===== src/rtl/dfu_operand_router_pkg.sv =====
// rtl/dfu_operand_router_pkg.sv - shared constants and types for the DFU operand router
// Purpose: geometry of the bank-to-lane router and operand/select/counter types.
// Ports: none (package dfu_pkg).
// Build option: DFU_ROUTER_ZERO_FILL_EN (see dfu_operand_router).
package dfu_pkg;
  localparam int NUM_BANKS = 4;
  localparam int NUM_LANES = 4;
  localparam int DATA_W    = 8;
  localparam int SEL_W     = 2;
  localparam int RD_LAT    = 1;
  localparam int EL_RC     = 16;
  localparam int CNT_W     = 11;

  typedef logic [DATA_W-1:0] operand_t;
  typedef logic [SEL_W-1:0]  bank_sel_t;
  typedef logic [CNT_W-1:0]  beat_cnt_t;
endpackage


===== src/rtl/dfu_operand_router_if.sv =====
// rtl/dfu_operand_router_if.sv - request/SRAM/operand bundle between DFU, banks and array edge
// Purpose: groups the DFU request, SRAM read-return and lane operand signals.
// Ports (signals):
//   mux_rd_en, lane_rd_en, lane_bank_sel : DFU request side (into router)
//   sram_rd_data, sram_rd_vld            : bank read return (into router)
//   lane_data, lane_vld, tile_done, lat_err : array-edge operand stream and status (from router)
// Modports: master = DFU/SRAM/array side, slave = router.
interface dfu_operand_router_if;
  import dfu_pkg::*;

  logic                          mux_rd_en;
  logic [NUM_LANES-1:0]          lane_rd_en;
  logic [NUM_LANES*SEL_W-1:0]    lane_bank_sel;
  logic [NUM_BANKS*DATA_W-1:0]   sram_rd_data;
  logic [NUM_BANKS-1:0]          sram_rd_vld;
  logic [NUM_LANES*DATA_W-1:0]   lane_data;
  logic [NUM_LANES-1:0]          lane_vld;
  logic                          tile_done;
  logic                          lat_err;

  modport master (
    output mux_rd_en, lane_rd_en, lane_bank_sel, sram_rd_data, sram_rd_vld,
    input  lane_data, lane_vld, tile_done, lat_err
  );

  modport slave (
    input  mux_rd_en, lane_rd_en, lane_bank_sel, sram_rd_data, sram_rd_vld,
    output lane_data, lane_vld, tile_done, lat_err
  );
endinterface


===== src/rtl/dfu_operand_router_lane_delay.sv =====
// rtl/dfu_operand_router_lane_delay.sv - per-lane request/bank-select delay line
// Purpose: delays {req, sel} by DEPTH cycles so they line up with SRAM read data.
// Ports:
//   clk, rst (sync, active-low clear)
//   req_i, sel_i   : qualified request and bank select in
//   dreq_o, dsel_o : delayed request and bank select out
module dfu_lane_delay
  import dfu_pkg::*;
#(
  parameter int DEPTH = RD_LAT
) (
  input  logic      clk,
  input  logic      rst,
  input  logic      req_i,
  input  bank_sel_t sel_i,
  output logic      dreq_o,
  output bank_sel_t dsel_o
);

  logic [DEPTH-1:0] req_q;
  bank_sel_t        sel_q [DEPTH];

  always_ff @(posedge clk) begin
    if (!rst) begin
      req_q <= '0;
      for (int k = 0; k < DEPTH; k++) sel_q[k] <= '0;
    end else begin
      req_q[0] <= req_i;
      sel_q[0] <= sel_i;
      for (int k = 1; k < DEPTH; k++) begin
        req_q[k] <= req_q[k-1];
        sel_q[k] <= sel_q[k-1];
      end
    end
  end

  assign dreq_o = req_q[DEPTH-1];
  assign dsel_o = sel_q[DEPTH-1];

endmodule


===== src/rtl/dfu_operand_router.sv =====
// rtl/dfu_operand_router.sv - routes SRAM bank data onto systolic-array lanes
// Purpose: aligns DFU requests with SRAM latency, muxes bank data per lane into a
//   registered operand stream, counts beats per lane, pulses tile_done and flags errors.
// Ports:
//   clk         : clock
//   rst         : synchronous reset, active-low
//   bus (slave) : dfu_operand_router_if (requests, SRAM return, lane operands, status)
// Build option: DFU_ROUTER_ZERO_FILL_EN - idle lanes present zero instead of holding.
module dfu_operand_router
  import dfu_pkg::*;
(
  input  logic                 clk,
  input  logic                 rst,
  dfu_operand_router_if.slave  bus
);

  localparam logic [SEL_W:0] BANK_LIMIT = (SEL_W+1)'(NUM_BANKS);

  logic [NUM_LANES-1:0] req;
  logic [NUM_LANES-1:0] dreq;
  bank_sel_t            dsel      [NUM_LANES];
  operand_t             bank_data [NUM_BANKS];
  operand_t             mux_data  [NUM_LANES];
  logic [NUM_LANES-1:0] bank_ok;

  operand_t             lane_data_q [NUM_LANES];
  operand_t             lane_data_d [NUM_LANES];
  logic [NUM_LANES-1:0] lane_vld_q;
  beat_cnt_t            cnt_q [NUM_LANES];
  beat_cnt_t            cnt_d [NUM_LANES];
  logic                 lat_err_q, lat_err_d;
  logic                 all_full;

  assign req = bus.lane_rd_en & {NUM_LANES{bus.mux_rd_en}};

  for (genvar g = 0; g < NUM_LANES; g++) begin : g_lane
    dfu_lane_delay #(.DEPTH(RD_LAT)) u_delay (
      .clk    (clk),
      .rst    (rst),
      .req_i  (req[g]),
      .sel_i  (bus.lane_bank_sel[g*SEL_W +: SEL_W]),
      .dreq_o (dreq[g]),
      .dsel_o (dsel[g])
    );
  end

  // Bank mux: out-of-range selects return zero and count as an invalid read.
  always_comb begin
    for (int b = 0; b < NUM_BANKS; b++) bank_data[b] = bus.sram_rd_data[b*DATA_W +: DATA_W];
    for (int i = 0; i < NUM_LANES; i++) begin
      mux_data[i] = '0;
      bank_ok[i]  = 1'b0;
      if ({1'b0, dsel[i]} < BANK_LIMIT) begin
        mux_data[i] = bank_data[dsel[i]];
        bank_ok[i]  = bus.sram_rd_vld[dsel[i]];
      end
    end
  end

  always_comb begin
    all_full = 1'b1;
    for (int i = 0; i < NUM_LANES; i++)
      if (cnt_q[i] != CNT_W'(EL_RC)) all_full = 1'b0;
  end

  always_comb begin
    lat_err_d = lat_err_q;
    for (int i = 0; i < NUM_LANES; i++) begin
`ifdef DFU_ROUTER_ZERO_FILL_EN
      lane_data_d[i] = '0;
`else
      lane_data_d[i] = lane_data_q[i];
`endif
      if (dreq[i]) begin
        lane_data_d[i] = mux_data[i];
        // Beat is still delivered; only the sticky flag records the bad read.
        if (!bank_ok[i]) lat_err_d = 1'b1;
      end

      cnt_d[i] = cnt_q[i];
      if (all_full) begin
        // Tile boundary: a beat landing now belongs to the next tile.
        cnt_d[i] = lane_vld_q[i] ? CNT_W'(1) : '0;
      end else if (lane_vld_q[i]) begin
        if (cnt_q[i] == CNT_W'(EL_RC)) lat_err_d = 1'b1;
        else                           cnt_d[i] = cnt_q[i] + CNT_W'(1);
      end
    end
  end

  always_ff @(posedge clk) begin
    if (!rst) begin
      lane_vld_q <= '0;
      lat_err_q  <= 1'b0;
      for (int i = 0; i < NUM_LANES; i++) begin
        lane_data_q[i] <= '0;
        cnt_q[i]       <= '0;
      end
    end else begin
      lane_vld_q <= dreq;
      lat_err_q  <= lat_err_d;
      for (int i = 0; i < NUM_LANES; i++) begin
        lane_data_q[i] <= lane_data_d[i];
        cnt_q[i]       <= cnt_d[i];
      end
    end
  end

  always_comb begin
    bus.lane_data = '0;
    for (int i = 0; i < NUM_LANES; i++) bus.lane_data[i*DATA_W +: DATA_W] = lane_data_q[i];
  end

  assign bus.lane_vld  = lane_vld_q;
  assign bus.tile_done = all_full;
  assign bus.lat_err   = lat_err_q;

endmodule

===== src/flat_wrapper.sv =====
// flat-port wrapper written by rule: the top's interface ports become plain ports
module dfu_operand_router_flat import dfu_pkg::*;
  (clk, rst, bus_mux_rd_en, bus_lane_rd_en, bus_lane_bank_sel, bus_sram_rd_data, bus_sram_rd_vld, bus_lane_data, bus_lane_vld, bus_tile_done, bus_lat_err);
  dfu_operand_router_if bus_i ();
  input  logic clk;
  input  logic rst;
  input wire logic [$bits(bus_i.mux_rd_en)-1:0] bus_mux_rd_en;
  input wire logic [$bits(bus_i.lane_rd_en)-1:0] bus_lane_rd_en;
  input wire logic [$bits(bus_i.lane_bank_sel)-1:0] bus_lane_bank_sel;
  input wire logic [$bits(bus_i.sram_rd_data)-1:0] bus_sram_rd_data;
  input wire logic [$bits(bus_i.sram_rd_vld)-1:0] bus_sram_rd_vld;
  output wire logic [$bits(bus_i.lane_data)-1:0] bus_lane_data;
  output wire logic [$bits(bus_i.lane_vld)-1:0] bus_lane_vld;
  output wire logic [$bits(bus_i.tile_done)-1:0] bus_tile_done;
  output wire logic [$bits(bus_i.lat_err)-1:0] bus_lat_err;
  assign bus_i.mux_rd_en = bus_mux_rd_en;
  assign bus_i.lane_rd_en = bus_lane_rd_en;
  assign bus_i.lane_bank_sel = bus_lane_bank_sel;
  assign bus_i.sram_rd_data = bus_sram_rd_data;
  assign bus_i.sram_rd_vld = bus_sram_rd_vld;
  assign bus_lane_data = bus_i.lane_data;
  assign bus_lane_vld = bus_i.lane_vld;
  assign bus_tile_done = bus_i.tile_done;
  assign bus_lat_err = bus_i.lat_err;
  dfu_operand_router u_core (.clk(clk), .rst(rst), .bus(bus_i));
endmodule

===== config.mk =====
export PLATFORM = sky130hd
export DESIGN_NAME = dfu_operand_router_flat
export DESIGN_NICKNAME = d
export VERILOG_FILES = /design/src/rtl/dfu_operand_router_pkg.sv /design/src/rtl/dfu_operand_router_if.sv /design/src/rtl/dfu_operand_router_lane_delay.sv /design/src/rtl/dfu_operand_router.sv /design/src/flat_wrapper.sv
export SDC_FILE = /design/constraint.sdc
export NUM_CORES = 1
export LEC_CHECK = 0
export ABC_CLOCK_PERIOD_IN_PS = 5850
export CAP_MARGIN = 20
export CORE_MARGIN = 3
export CORE_UTILIZATION = 30
export CTS_CLUSTER_SIZE = 8
export DETAILED_ROUTE_END_ITERATION = 10
export DONT_BUFFER_PORTS = 1
export PLACE_DENSITY = 0.5
export SETUP_SLACK_MARGIN = 0.15
export SYNTH_ARGS = -nofsm -noshare
export SYNTH_HDL_FRONTEND = slang
export SYNTH_SLANG_ARGS = --single-unit
export TNS_END_PERCENT = 100

===== constraint.sdc =====
create_clock -name clk -period 5.85 [get_ports clk]
set_input_delay 1.17 -clock clk [delete_from_list [all_inputs] [get_ports clk]]
set_output_delay 1.17 -clock clk [all_outputs]
set_load 0.005 [all_outputs]

Word-level counts from Yosys, hierarchy flattened

Memory sizes are Yosys's and may differ from the RTL's.
Index checks and enable logic that the tools add are counted.

Bits in registers: 9
RAM bits: 84
Bits of input ports: 51
Output and inout bits: 38
Word-level logic and storage cells: 131
Memories kept: 6

Add/subtract/negate cells: 4
$lt $le $gt $ge: 8
Eq/ne operators: 8
Mux-type cells: 82
Bitwise logic cells: 13
Reductions and logical operators: 4

Memories:

| memory                         | words | bits a word | read ports | clocked after Yosys merged registers in | wr ports | RTL line                            | source |
|---|---|---|---|---|---|---|---|
| u_core.cnt_q                   | 4     | 11          | 4          | 0                                       | 4        | dfu_operand_router.sv:29            | `beat_cnt_t cnt_q [NUM_LANES];` |
| u_core.lane_data_q             | 4     | 8           | 4          | 0                                       | 4        | dfu_operand_router.sv:26            | `operand_t lane_data_q [NUM_LANES];` |
| u_core.g_lane[0].u_delay.sel_q | 1     | 2           | 1          | 0                                       | 1        | dfu_operand_router_lane_delay.sv:21 | `bank_sel_t sel_q [DEPTH];` |
| u_core.g_lane[1].u_delay.sel_q | 1     | 2           | 1          | 0                                       | 1        | dfu_operand_router_lane_delay.sv:21 |  |
| u_core.g_lane[2].u_delay.sel_q | 1     | 2           | 1          | 0                                       | 1        | dfu_operand_router_lane_delay.sv:21 |  |
| u_core.g_lane[3].u_delay.sel_q | 1     | 2           | 1          | 0                                       | 1        | dfu_operand_router_lane_delay.sv:21 |  |

Operators with widths:

| operator                | number |
|---|---|
| $mux W11                | 16 |
| $mux W8                 | 16 |
| $bmux W8 S2             | 4 |
| $add A11 B1 Y11 const B | 4 |
| $eq A11 B5 Y1 const B   | 4 |
| $ne A11 B5 Y1 const B   | 4 |
| $mux W1                 | 38 |
| $ge A3 B3 Y1 const B    | 4 |
| $lt A2 B3 Y1 const B    | 4 |
| $not A2 Y3              | 4 |
| $bmux W1 S2             | 4 |
| $mux W2                 | 4 |
| $or A1 B1 Y1            | 8 |
| $reduce_or A2 Y1        | 4 |
| $and A4 B4 Y4           | 1 |

Longest topological paths before layout

An unclocked memory read counts as a cell.

Depth after elaboration: 23
Gate-level depth with buffers: 7
Mapped depth without buffers: 6

By module

Synthesis repeated with hierarchy kept, for this count alone.

Cell total of the unflattened synthesis: 460
Area total of the unflattened synthesis: 5053.6 µm²

Modules (own cells, without submodules):

| module             | instances | cells an instance | area each (µm²) | seq. area each (µm²) |
|---|---|---|---|---|
| dfu_operand_router | 1         | 436               | 4738.3          | 1621.6 |
| dfu_lane_delay     | 4         | 6                 | 78.8            | 60.1 |

Worst setup path before layout

Ideal clock, no wire load.

Kind: register to output
Start point: memory u_core.cnt_q[1][0] (netlist name)
End point: output bus_tile_done
Data arrival time: 1.338 ns
Required time: 4.680 ns
Slack: 3.342 ns
Stages on the path, launching flop included: 6
Path through: dfxtp_1 -> inv_1 -> ha_1 -> nor4b_2 -> nand3_4 -> nor4_1

RTL lines:

| element         | RTL line                 | source |
|---|---|---|
| start, declared | dfu_operand_router.sv:29 |  |
| end, declared   | flat_wrapper.sv:14       | `output wire logic [$bits(bus_i.tile_done)-1:0] bus_tile_done;` |

==> metrics.txt <==
Placed Area=between 5000 and 6000 um2; layout cells sized above 1=17.37%; CTS root buf=clkbuf_16; Max-Cap Viols=0; top cells by count, synth=dfxtp_1 (93), mux4_2 (36), mux2i_1 (32), nor2b_1 (32), nor2_1 (25); Req. time, crit path=approximately 4.7 ns; top cells by area, synth=dfxtp_1 (37%), mux4_2 (16%), mux2i_1 (6.4%), xor2_1 (4.2%), nor2b_1 (4.0%); vias per std cell=between 5 and 6; Slew @ Worst Pin=~0.75 ns; most frequent cell after synthesis=dfxtp_1; Max-Slew Margin vs Limit=between 40 and 50%; drt first pass iters=4; post-synth top area cell=dfxtp_1; Cells after Synth=460; hpwl dp=roughly 8.4 mm; fmax=roughly 310 MHz; Post-CTS Setup Bufs=0; syn_nets=~520; input/output buffers=0; Worst setup SP type=register; outcome=finished, final reports clean; #FFs+latches synth=93; Post-layout nets=approximately 500; Synth top area share=around 37%; Buf/Inv on CP=1; sequential element share of the synthesized area=between 30 and 40%; cell area after layout=approximately 5400 um2; syn avg cell area=between 10 and 15 um2; Setup WS post-layout=approximately 2.6 ns; CP cell instances=inv_1 -> ha_1 -> nor4b_2 -> nand3_1 -> nor4_1; initial core utilization=31.07%; mapped cell area=between 4000 and 5000 um2; H-Tree Depth=3; asr flop ratio synth=0%; initial antenna violation count=0; final antenna-violating net count=0; routed len/inst=around 18 um; RSZ-0062 raised after global routing=false; CTS tree=built; CTS max path bufs=2; CP Capture Type=output port; Tcrit/Tclk final=a little under three fifths; CTS Hold Bufs=0; DRC=0; Rows=46; TritonCTS buffer count=9; Largest stage delay, worst path=between 0.4 and 0.5 ns; final non-filler cell total=between 600 and 700; Total GRT Usage=13.44%; first-pass GRT wire length=around 19 mm; crit path DAT=a little over 2 ns; CTS resizes=0; CORE AREA=~16,000 um2; Top FF cell, synth=dfxtp_1; maximum fanout along the worst path=7; dpl ws=2.994 ns; Final GP Congestion=~0.76; Die ar.=18,210 um2; VDD IR-drop max=0.1436 mV; die height=135.0 um; Period minus WS final=3.239 ns; ANT cells=0; Setup Skew=between 0.008 and 0.009 ns; CTS clock-pin slew for the worst setup and hold paths=about 0.070 ns; type of the worst setup path=reg -> out; largest net degree at the start of global routing=63; WL final=between 10 and 15 mm; yosys warns=0; final hold vios=0; Sum Neg Setup Slack=0 ns; worst min path class=reg -> reg; final setup fails=0; distinct cell type count of the synthesized netlist=38; # clock sinks=a little over 90; Post-synth EDFFs=0; total grt overflow=0; Via Count=~3.4k; PwrDens=247.7 nW/um2; DR iter-0 viols=220; worst skew pair latency=between 0.3 and 0.4 ns; placed cells=around 650; IO Pins=89; LEAKAGE=around 1.8 nW; vias in the first global route=between 3k and 4k; FILL cells=approximately 1.6k; Slew Viols, Final=0; area growth from synthesis to layout=8.603%; highest-delay cell along the critical path=nor4_1; CP delay by family, top=simple AND/OR/NAND/NOR gates; Die X=roughly 130 um
## stage by stage
stage,utilization (%),hold WS (ns),power (mW)
3_5_place_dp,31.92,0.4984,0.7833
3_3_place_gp,31.92,0.4952,0.7821
4_1_cts,33.74,0.5080,1.373
6_report,33.74,0.5084,1.342
2_1_floorplan,-,0.4757,0.7677
5_1_grt,33.74,0.5353,1.410
## worst paths after layout
check	start	endpoint	slack, ns	cells after the start
max	u_core.cnt_q[0][0]	bus_tile_done	2.61	5
min	u_core.cnt_q[0][1]	u_core.cnt_q[0][1]	0.51	2
max reg2reg	u_core.cnt_q[0][0]	u_core.bus.lat_err	3.20	7
min reg2reg	u_core.cnt_q[0][1]	u_core.cnt_q[0][1]	0.51	2
## routing by layer
layer	vias up	routed length, um	track usage (%)
met5	-	0	0
met4	0	110	2.856
met3	8	1265	8.048
met2	95	5673	21.90
met1	1683	4953	15.25
li1	1659	-	-
## sequential cells by signal, summed over array words and instances (netlist names)
register / count
u_core.bus.lane_vld: 4
u_core.bus.lat_err: 1
u_core.g_lane.u_delay.sel_q: 8
u_core.cnt_q: 44
u_core.lane_data_q: 32
u_core.g_lane.u_delay.dreq_o: 4
## layout by cell type, fill, tap and decap left out, drive strengths merged, types with 4 or more instances in the layout
cell / n
nand2: 14
clkbuf: 9
mux2i: 32
nand3: 14
o211ai: 4
nor2b: 32
dfxtp: 93
and2: 15
and4: 10
xnor2: 7
o41ai: 5
o21ai: 8
a41oi: 4
a21oi: 9
ha: 8
nor4b: 8
xor2: 24
inv: 23
nor2: 35
a31oi: 4
nand4: 21
mux4: 36
or4: 4
and3: 19
## worst register-to-register path: stages, from the launching register on
cell	delay (ns)
dfxtp_1	0.35
inv_1	0.07
ha_1	0.14
nor4b_2	0.35
nand3_1	0.34
o41ai_4	0.63
buf_4	0.48
o21ai_0	0.18
## cell families (layout without fill, tap and decap cells)
logic type / Yosys count / after routing / share of synthesized area (%)
mux: 68 / 68 / 22.67
simple gates: 175 / 175 / 23.00
fa+ha+maj: 8 / 8 / 2.007
compound gates: 38 / 38 / 5.317
buf+inv: 47 / 36 / 4.239
flops: 93 / 93 / 37.32
xor+xnor: 31 / 31 / 5.443
## final cells by class
type	instances	area, um2	share of cell area [%]
Inverter	19	71.32	1.316
Tap cell	216	270.3	4.988
Sequential cell	93	1862	34.36
Timing Repair Buffer	1	7.507	0.1386
Clock buffer	9	225.2	4.157
Clock inverter	7	66.31	1.224
Multi-Input combinational cell	320	2915	53.81
## report_power, final
part	switching [mW]	total (mW)	internal, mW
combinational	0.0234	0.0833	0.0599
sequential	0.0342	0.682	0.648
clock	0.277	0.576	0.300
total	0.334	1.34	1.01
Power figures use the tool's default switching activity.
